[src/rtl/adc_spi_pkg.sv]
// Shared constants and state encoding for the ADC SPI responder.
package adc_spi_pkg;

    localparam int ADC_DATA_W      = 16;
    localparam int ADC_SYNC_STAGES = 2;
    localparam logic [ADC_DATA_W-1:0] ADC_IDLE_WORD = 16'h0000;

    typedef enum logic [1:0] {
        ST_IDLE  = 2'd0,
        ST_SHIFT = 2'd1,
        ST_DONE  = 2'd2
    } adc_state_t;

endpackage

[src/rtl/spi_in_sync.sv]
// Pin synchroniser with edge detection for one asynchronous SPI input.
// The chain is deliberately not reset: a reset while cs is held low must not
// fabricate a cs fall and restart a frame part-way through.
module spi_in_sync #(
    parameter int STAGES = 2
) (
    input  logic clk,
    input  logic pin,
    output logic lvl,
    output logic rise,
    output logic fall
);

    logic [STAGES-1:0] sync_q;
    logic              hist_q;

    // Metastability chain plus one history flop for edge detection.
    always_ff @(posedge clk) begin
        sync_q <= {sync_q[STAGES-2:0], pin};
        hist_q <= sync_q[STAGES-1];
    end

    assign lvl  = sync_q[STAGES-1];
    assign rise = sync_q[STAGES-1] & ~hist_q;
    assign fall = ~sync_q[STAGES-1] & hist_q;

endmodule

[src/rtl/adc_spi_slave.sv]
// SPI mode-0 responder emulating the ADC side of the read link.
// Handshake: din is accepted on a clock where din_valid && din_ready are both 1;
// din_valid may be held, and din must be stable while din_valid is high and
// din_ready is low.
module adc_spi_slave import adc_spi_pkg::*; #(
    parameter int                DATA_W      = ADC_DATA_W,
    parameter logic [DATA_W-1:0] IDLE_WORD   = DATA_W'(ADC_IDLE_WORD),
    parameter int                SYNC_STAGES = ADC_SYNC_STAGES
) (
    input  logic              clk,
    input  logic              rst,
    input  logic              cs,
    input  logic              sclk,
    input  logic              mosi,
    output logic              miso,
    output logic              miso_oe,
    input  logic [DATA_W-1:0] din,
    input  logic              din_valid,
    output logic              din_ready,
    output logic [DATA_W-1:0] cfg_word,
    output logic              cfg_valid,
    output logic              frame_err,
    output logic              busy,
    output adc_state_t        dbg_state
);

    localparam int CNT_W = $clog2(DATA_W + 1);

    adc_state_t        state, state_nxt;
    logic              cs_lvl, cs_rise, cs_fall;
    logic              sclk_lvl_unused, sclk_rise, sclk_fall;
    logic              mosi_lvl, mosi_rise_unused, mosi_fall_unused;
    logic              full;
    logic [DATA_W-1:0] hold;
    logic [DATA_W-1:0] tx_sr, rx_sr, rx_next, load_word;
    logic [CNT_W-1:0]  bit_cnt;
    logic              load, sclk_rise_v, sclk_fall_v, last_rise;

    spi_in_sync #(.STAGES(SYNC_STAGES)) u_cs_sync (
        .clk(clk), .pin(cs), .lvl(cs_lvl), .rise(cs_rise), .fall(cs_fall)
    );
    spi_in_sync #(.STAGES(SYNC_STAGES)) u_sclk_sync (
        .clk(clk), .pin(sclk), .lvl(sclk_lvl_unused), .rise(sclk_rise), .fall(sclk_fall)
    );
    spi_in_sync #(.STAGES(SYNC_STAGES)) u_mosi_sync (
        .clk(clk), .pin(mosi), .lvl(mosi_lvl), .rise(mosi_rise_unused), .fall(mosi_fall_unused)
    );

    // sclk edges only count while cs is low; a cs rise always wins over them.
    assign sclk_rise_v = sclk_rise & ~cs_lvl & ~cs_rise;
    assign sclk_fall_v = sclk_fall & ~cs_lvl & ~cs_rise;
    assign last_rise   = sclk_rise_v && (bit_cnt == CNT_W'(DATA_W - 1));
    assign load        = (state == ST_IDLE) && cs_fall;
    assign load_word   = full ? hold : IDLE_WORD;
    assign rx_next     = {rx_sr[DATA_W-2:0], mosi_lvl};
    assign din_ready   = ~full;
    assign busy        = (state != ST_IDLE);
    assign dbg_state   = state;

    // State register.
    always_ff @(posedge clk) begin
        if (rst) state <= ST_IDLE;
        else     state <= state_nxt;
    end

    // Next-state logic: IDLE -> SHIFT on cs fall, SHIFT -> DONE on the last rise.
    always_comb begin
        state_nxt = state;
        case (state)
            ST_IDLE:  if (cs_fall) state_nxt = ST_SHIFT;
            ST_SHIFT: begin
                if (cs_rise)        state_nxt = ST_IDLE;
                else if (last_rise) state_nxt = ST_DONE;
            end
            ST_DONE:  if (cs_rise) state_nxt = ST_IDLE;
            default:  state_nxt = ST_IDLE;
        endcase
    end

    // One-entry holding register; a same-cycle load reads the old (empty) content.
    always_ff @(posedge clk) begin
        if (rst) begin
            full <= 1'b0;
            hold <= '0;
        end else if (din_valid && !full) begin
            full <= 1'b1;
            hold <= din;
        end else if (load) begin
            full <= 1'b0;
        end
    end

    // Shift registers, bit counter and registered pin/status outputs.
    always_ff @(posedge clk) begin
        if (rst) begin
            tx_sr     <= '0;
            rx_sr     <= '0;
            bit_cnt   <= '0;
            miso      <= 1'b0;
            miso_oe   <= 1'b0;
            cfg_word  <= '0;
            cfg_valid <= 1'b0;
            frame_err <= 1'b0;
        end else begin
            cfg_valid <= 1'b0;
            frame_err <= 1'b0;
            case (state)
                ST_IDLE: begin
                    if (cs_fall) begin
                        tx_sr   <= load_word;
                        miso    <= load_word[DATA_W-1];
                        miso_oe <= 1'b1;
                        bit_cnt <= '0;
                    end
                end
                ST_SHIFT: begin
                    if (cs_rise) begin
                        frame_err <= (bit_cnt != '0);
                        miso_oe   <= 1'b0;
                        miso      <= 1'b0;
                    end else if (sclk_rise_v) begin
                        rx_sr   <= rx_next;
                        bit_cnt <= bit_cnt + 1'b1;
                        if (last_rise) begin
                            cfg_word  <= rx_next;
                            cfg_valid <= 1'b1;
                            miso      <= 1'b0;
                        end
                    end else if (sclk_fall_v) begin
                        tx_sr <= {tx_sr[DATA_W-2:0], 1'b0};
                        miso  <= tx_sr[DATA_W-2];
                    end
                end
                ST_DONE: begin
                    miso <= 1'b0;
                    if (cs_rise) miso_oe <= 1'b0;
                end
                default: begin
                    miso    <= 1'b0;
                    miso_oe <= 1'b0;
                end
            endcase
        end
    end

endmodule

[config.mk]
export PLATFORM = sky130hd
export DESIGN_NAME = adc_spi_slave
export DESIGN_NICKNAME = d
export VERILOG_FILES = /design/src/rtl/adc_spi_pkg.sv /design/src/rtl/spi_in_sync.sv /design/src/rtl/adc_spi_slave.sv
export SDC_FILE = /design/constraint.sdc
export NUM_CORES = 1
export LEC_CHECK = 0
export CELL_PAD_IN_SITES_DETAIL_PLACEMENT = 0
export CELL_PAD_IN_SITES_GLOBAL_PLACEMENT = 1
export CORE_ASPECT_RATIO = 1.75
export CORE_MARGIN = 2
export CORE_UTILIZATION = 40
export DETAILED_ROUTE_END_ITERATION = 16
export HOLD_SLACK_MARGIN = 0.08
export PLACE_DENSITY = 0.8
export SYNTH_ARGS = -nofsm -noshare
export SYNTH_HDL_FRONTEND = slang
export SYNTH_HIERARCHICAL = 1
export SYNTH_SLANG_ARGS = --single-unit
[constraint.sdc]
create_clock -name clk -period 2.2 [get_ports clk]
set_input_delay 0.22 -clock clk [delete_from_list [all_inputs] [get_ports clk]]
set_output_delay 0.22 -clock clk [all_outputs]
set_load 0.01 [all_outputs]
Word-level counts from Yosys, hierarchy flattened. Index checks and enable logic that the tools add are counted.

Flip-flop bits (word level): 82. Input port bits: 22. Output and inout port bits: 24. Word-level logic and storage cells: 92.

Add/subtract/negate cells: 1. Equal/unequal tests: 13. Mux-type cells: 27. Bitwise gates (word level): 16. Reduce and logical (&&, ||, !) cells: 19.

Operator list (number): 15-bit two-way mux (4); 15-bit case mux with 2 select lines (1); 16-bit two-way mux (1); 5-bit two-way mux (3); 2-bit != test (second input constant) (6); 1-bit two-way mux (10); 5-bit case mux with 2 select lines (1); 3-bit AND reduction (3); 1-bit AND (8); 2-bit two-way mux (4); 4-bit != test (second input constant) (2); 1-bit inverter (8); 4-bit AND reduction (2); 2-bit case mux with 3 select lines (1); 2-bit nonzero test (3); 5-bit by 1-bit adder with 5-bit output (second input constant) (1); 5-bit by 4-bit equality test with 1-bit output (second input constant) (1); 5-bit AND reduction (1); 5-bit nonzero test (1); 1-bit case mux with 2 select lines (2); 4-bit OR reduction (1); 1-bit logical AND (3); 3-bit != test (second input constant) (1); 3-bit OR reduction (1); other kinds (7) (7).

Depth between registers and ports, before layout.
Depth after elaboration: 9. Gate-level depth with buffers: 8. Depth with buffers taken out: 7.

Cells and area by module. Netlist, hierarchy kept.

Modules (own cells, without submodules): adc_spi_slave (instances 1, cells an instance 386, area an instance 3011.6 µm², seq. area each 1481.4 µm²); spi_in_sync (instances 3, cells an instance 5, area an instance 75.1 µm², seq. area each 60.1 µm²).

Worst setup path before layout. Ideal clock, no wire load.

Kind: reg-to-reg. Start point: reg bit_cnt[0]. End point: reg state[0] (netlist: dbg_state[0]). Library setup time: 128 ps. Arrival time: 1642 ps. Required time: 2072 ps. Path slack: 430 ps. Cell stages (with the launch flop): 8. Path buffers: 0. Clock period less this slack: 1770 ps. Path through: dfxtp_1 > ha_1 > and3_1 > ha_1 > nor4bb_1 > o31ai_1 > mux2i_1 > nor2_1.

Cells in the longest elaborated chain, start to end: 4.

RTL lines: start, declared (line adc_spi_slave.sv:36) `logic [CNT_W-1:0] bit_cnt;`; start signal, assigned (line adc_spi_slave.sv:123) `bit_cnt <= bit_cnt + 1'b1;`; 5-bit by 4-bit equality test with 1-bit output (line adc_spi_slave.sv:52) `assign last_rise = sclk_rise_v && (bit_cnt == CNT_W'(DATA_W - 1));`; 1-bit logical AND (line adc_spi_slave.sv:52); 3-bit != test (no source line); 3-bit AND reduction (no source line); end signal, assigned (line adc_spi_slave.sv:63) `else state <= state_nxt;`; end, declared (line adc_spi_slave.sv:29) `adc_state_t state, state_nxt;`.

Every way passes these cells. A chain may end at the register's enable or synchronous reset.

Worst setup path after layout.
Start point: reg bit_cnt[1]. End point: reg state[0] (netlist: dbg_state[0]).

Same word-level chain as after synthesis.

==> results_dict.tcl <==
set metrics [dict create \
    status "finished, final reports clean" \
    n_antenna_cell 0 \
    p_leak_nw 1.458 \
    ios 46 \
    startpoint "bit_cnt[1]" \
    setup_tns_ns 0 \
    antenna_found_initial 0 \
    syn2layout_area_growth_pct 27.28 \
    cp-endpoint "dbg_state[0]" \
    rsz0062_at_grt "false" \
    reg2reg_to "dbg_state[0]" \
    clk_pin_slew_worst_paths_ns 0.06 \
    row_count 43 \
    fmax_mhz 503.0 \
    syn_area_per_cell_um2 8.045 \
    grt_pass1_wl_um 11100 \
    first_global_vias 2502 \
    grt-ovfl-total 0 \
    yosysWarnings 6 \
    reg2reg_depth 7 \
    grt_max_degree 49 \
    tightest_slew_ns 0.5543 \
    slew_violations 0 \
    setup_viol 0 \
    period_needed_ns 1.988 \
    ir_drop_mv 0.5965 \
    cts_setup_buffers 0 \
    dr.pass1.iters 4 \
    startpoint_type "flip-flop" \
    die-area_mm2 0.008764 \
    critPathMaxFanout 5 \
    drc 0 \
    syn_nets 426 \
    hold_start "cs" \
    via_per_inst 4.981 \
    wirelength_um 6423 \
    core_mm2 0.007855 \
    fin_util_pct 51.88 \
    worstReg2RegStart "bit_cnt[1]" \
    cts-root-buf "clkbuf_16" \
    maxCapViolCount 0 \
    finalCritPeriodShare_pct 90.37 \
    reg2reg_setup_slack_ns 0.21 \
    htreeDepth 3 \
    nets 467 \
    place_area_mm2 0.003747 \
    cp.arrival_ns 2.19 \
    final_area_mm2 0.004075 \
    io_buffers 45 \
    die_w_um 71.63 \
    drive_gt1_share_pct 7.207 \
    cts.sinks 82 \
    start_util_pct 40.76 \
    dp_slack_ns 0.2050 \
    hold_violations 0 \
    worstSetupPathType "reg -> reg" \
    clock_skew_ns 0.004416 \
    grt_use_total_pct 16.11 \
    crit_path_end_kind "flip-flop" \
    worst_slack_ns 0.2118 \
    num_vias 2660 \
    cts_buffer_depth 2 \
    relSlewSlack_pct 63.05 \
    clk_latency_ns 0.33 \
    netlist_instances 398 \
    netlist_area_mm2 0.003202 \
    cts-resized-gates 0 \
    cp.required_ns 2.40 \
    hp-class "in -> reg" \
    cts_hold_buf 0 \
    p_per_area_mw_per_mm2 1091 \
    wl_per_cell_um 12.03 \
    antenna_left 0 \
    dp_hpwl_um 4391 \
    die_y_um 122.4 \
    drt_iter0_markers 155 \
    place_congestion 0.8536 \
    cts_buffers 9 \
    cts_tree "yes" \
    p_total_w 0.004445 \
]
worst min path at each step:
stage	end	slack, ns	depth (start not counted)
2_1_floorplan	u_cs_sync/sync_q[0]	0.25	0
3_3_place_gp	u_sclk_sync/sync_q[1]	0.32	0
3_5_place_dp	u_sclk_sync/sync_q[1]	0.31	0
4_1_cts	u_cs_sync/sync_q[0]	0.32	1
5_1_grt	u_mosi_sync/sync_q[0]	0.33	1
6_report	u_cs_sync/sync_q[0]	0.33	1
layout make-up:
cell class,count,area (um^2)
inverters,8,30.03
multi-input cells,282,1410
clock buffers,10,239.0
fillers,794,3780
clock inverters,6,88.84
flip-flops and latches,82,1642
repair buffers,56,553.0
well taps,90,112.6
state kept, by name, indices dropped and copies added (netlist names):
signal / cells
bit_cnt: 5
cfg_valid: 1
cfg_word: 16
dbg_state: 2
frame_err: 1
full: 1
hold: 16
miso: 1
miso_oe: 1
rx_sr: 15
tx_sr: 15
u_cs_sync/hist_q: 1
u_cs_sync/sync_q: 2
u_mosi_sync/sync_q: 2
u_sclk_sync/hist_q: 1
u_sclk_sync/sync_q: 2
critical path: stages, from the launching register on:
cell and delay [ns]:
dfxtp_1 0.35, ha_1 0.22, and3_1 0.19, ha_1 0.23, nor4bb_1 0.15, o31ai_1 0.42, mux2i_1 0.24, nor2_1 0.05
power by group:
group | switching (W) | total [W] | leakage (nW) | internal (W)
clock network | 0.000588 | 0.00161 | 0.155 | 0.00103
registers | 0.000103 | 0.00178 | 0.669 | 0.00168
logic | 0.000605 | 0.00105 | 0.634 | 0.000447
total | 0.00130 | 0.00445 | 1.46 | 0.00315
stage by stage:
step / instances / hold WS [ns]
2_1_floorplan: 398 / 0.2477
3_3_place_gp: 518 / 0.3158
3_5_place_dp: 518 / 0.3150
4_1_cts: 534 / 0.3201
5_1_grt: 534 / 0.3341
6_report: 534 / 0.3254
cell usage in the layout (no fill, tap or decap), types with 2 or more instances in the layout:
cell type / n
clkdlybuf4s50_1: 44
nand2_1: 115
nor2b_1: 6
clkbuf_16: 9
a21oi_1: 71
buf_12: 2
dfxtp_1: 82
mux2i_1: 3
and3_1: 2
a211oi_1: 15
ha_1: 6
inv_1: 8
and2b_2: 2
nand3_1: 2
bufinv_16: 2
nand4b_1: 2
a311oi_1: 3
buf_4: 9
clkinvlp_4: 2
nor2_1: 35
nand2b_1: 6
o21ai_0: 3
layer usage:
layer  up-vias  GRT usage [%]  part of all wire (%)
met5         -              0                     0
met4         0          11.08                   3.5
met3        14          2.217                   2.7
met2        47          27.78                    50
met1      1193          17.98                    43
li1       1406              -                     -
Power figures use the tool's default switching activity.
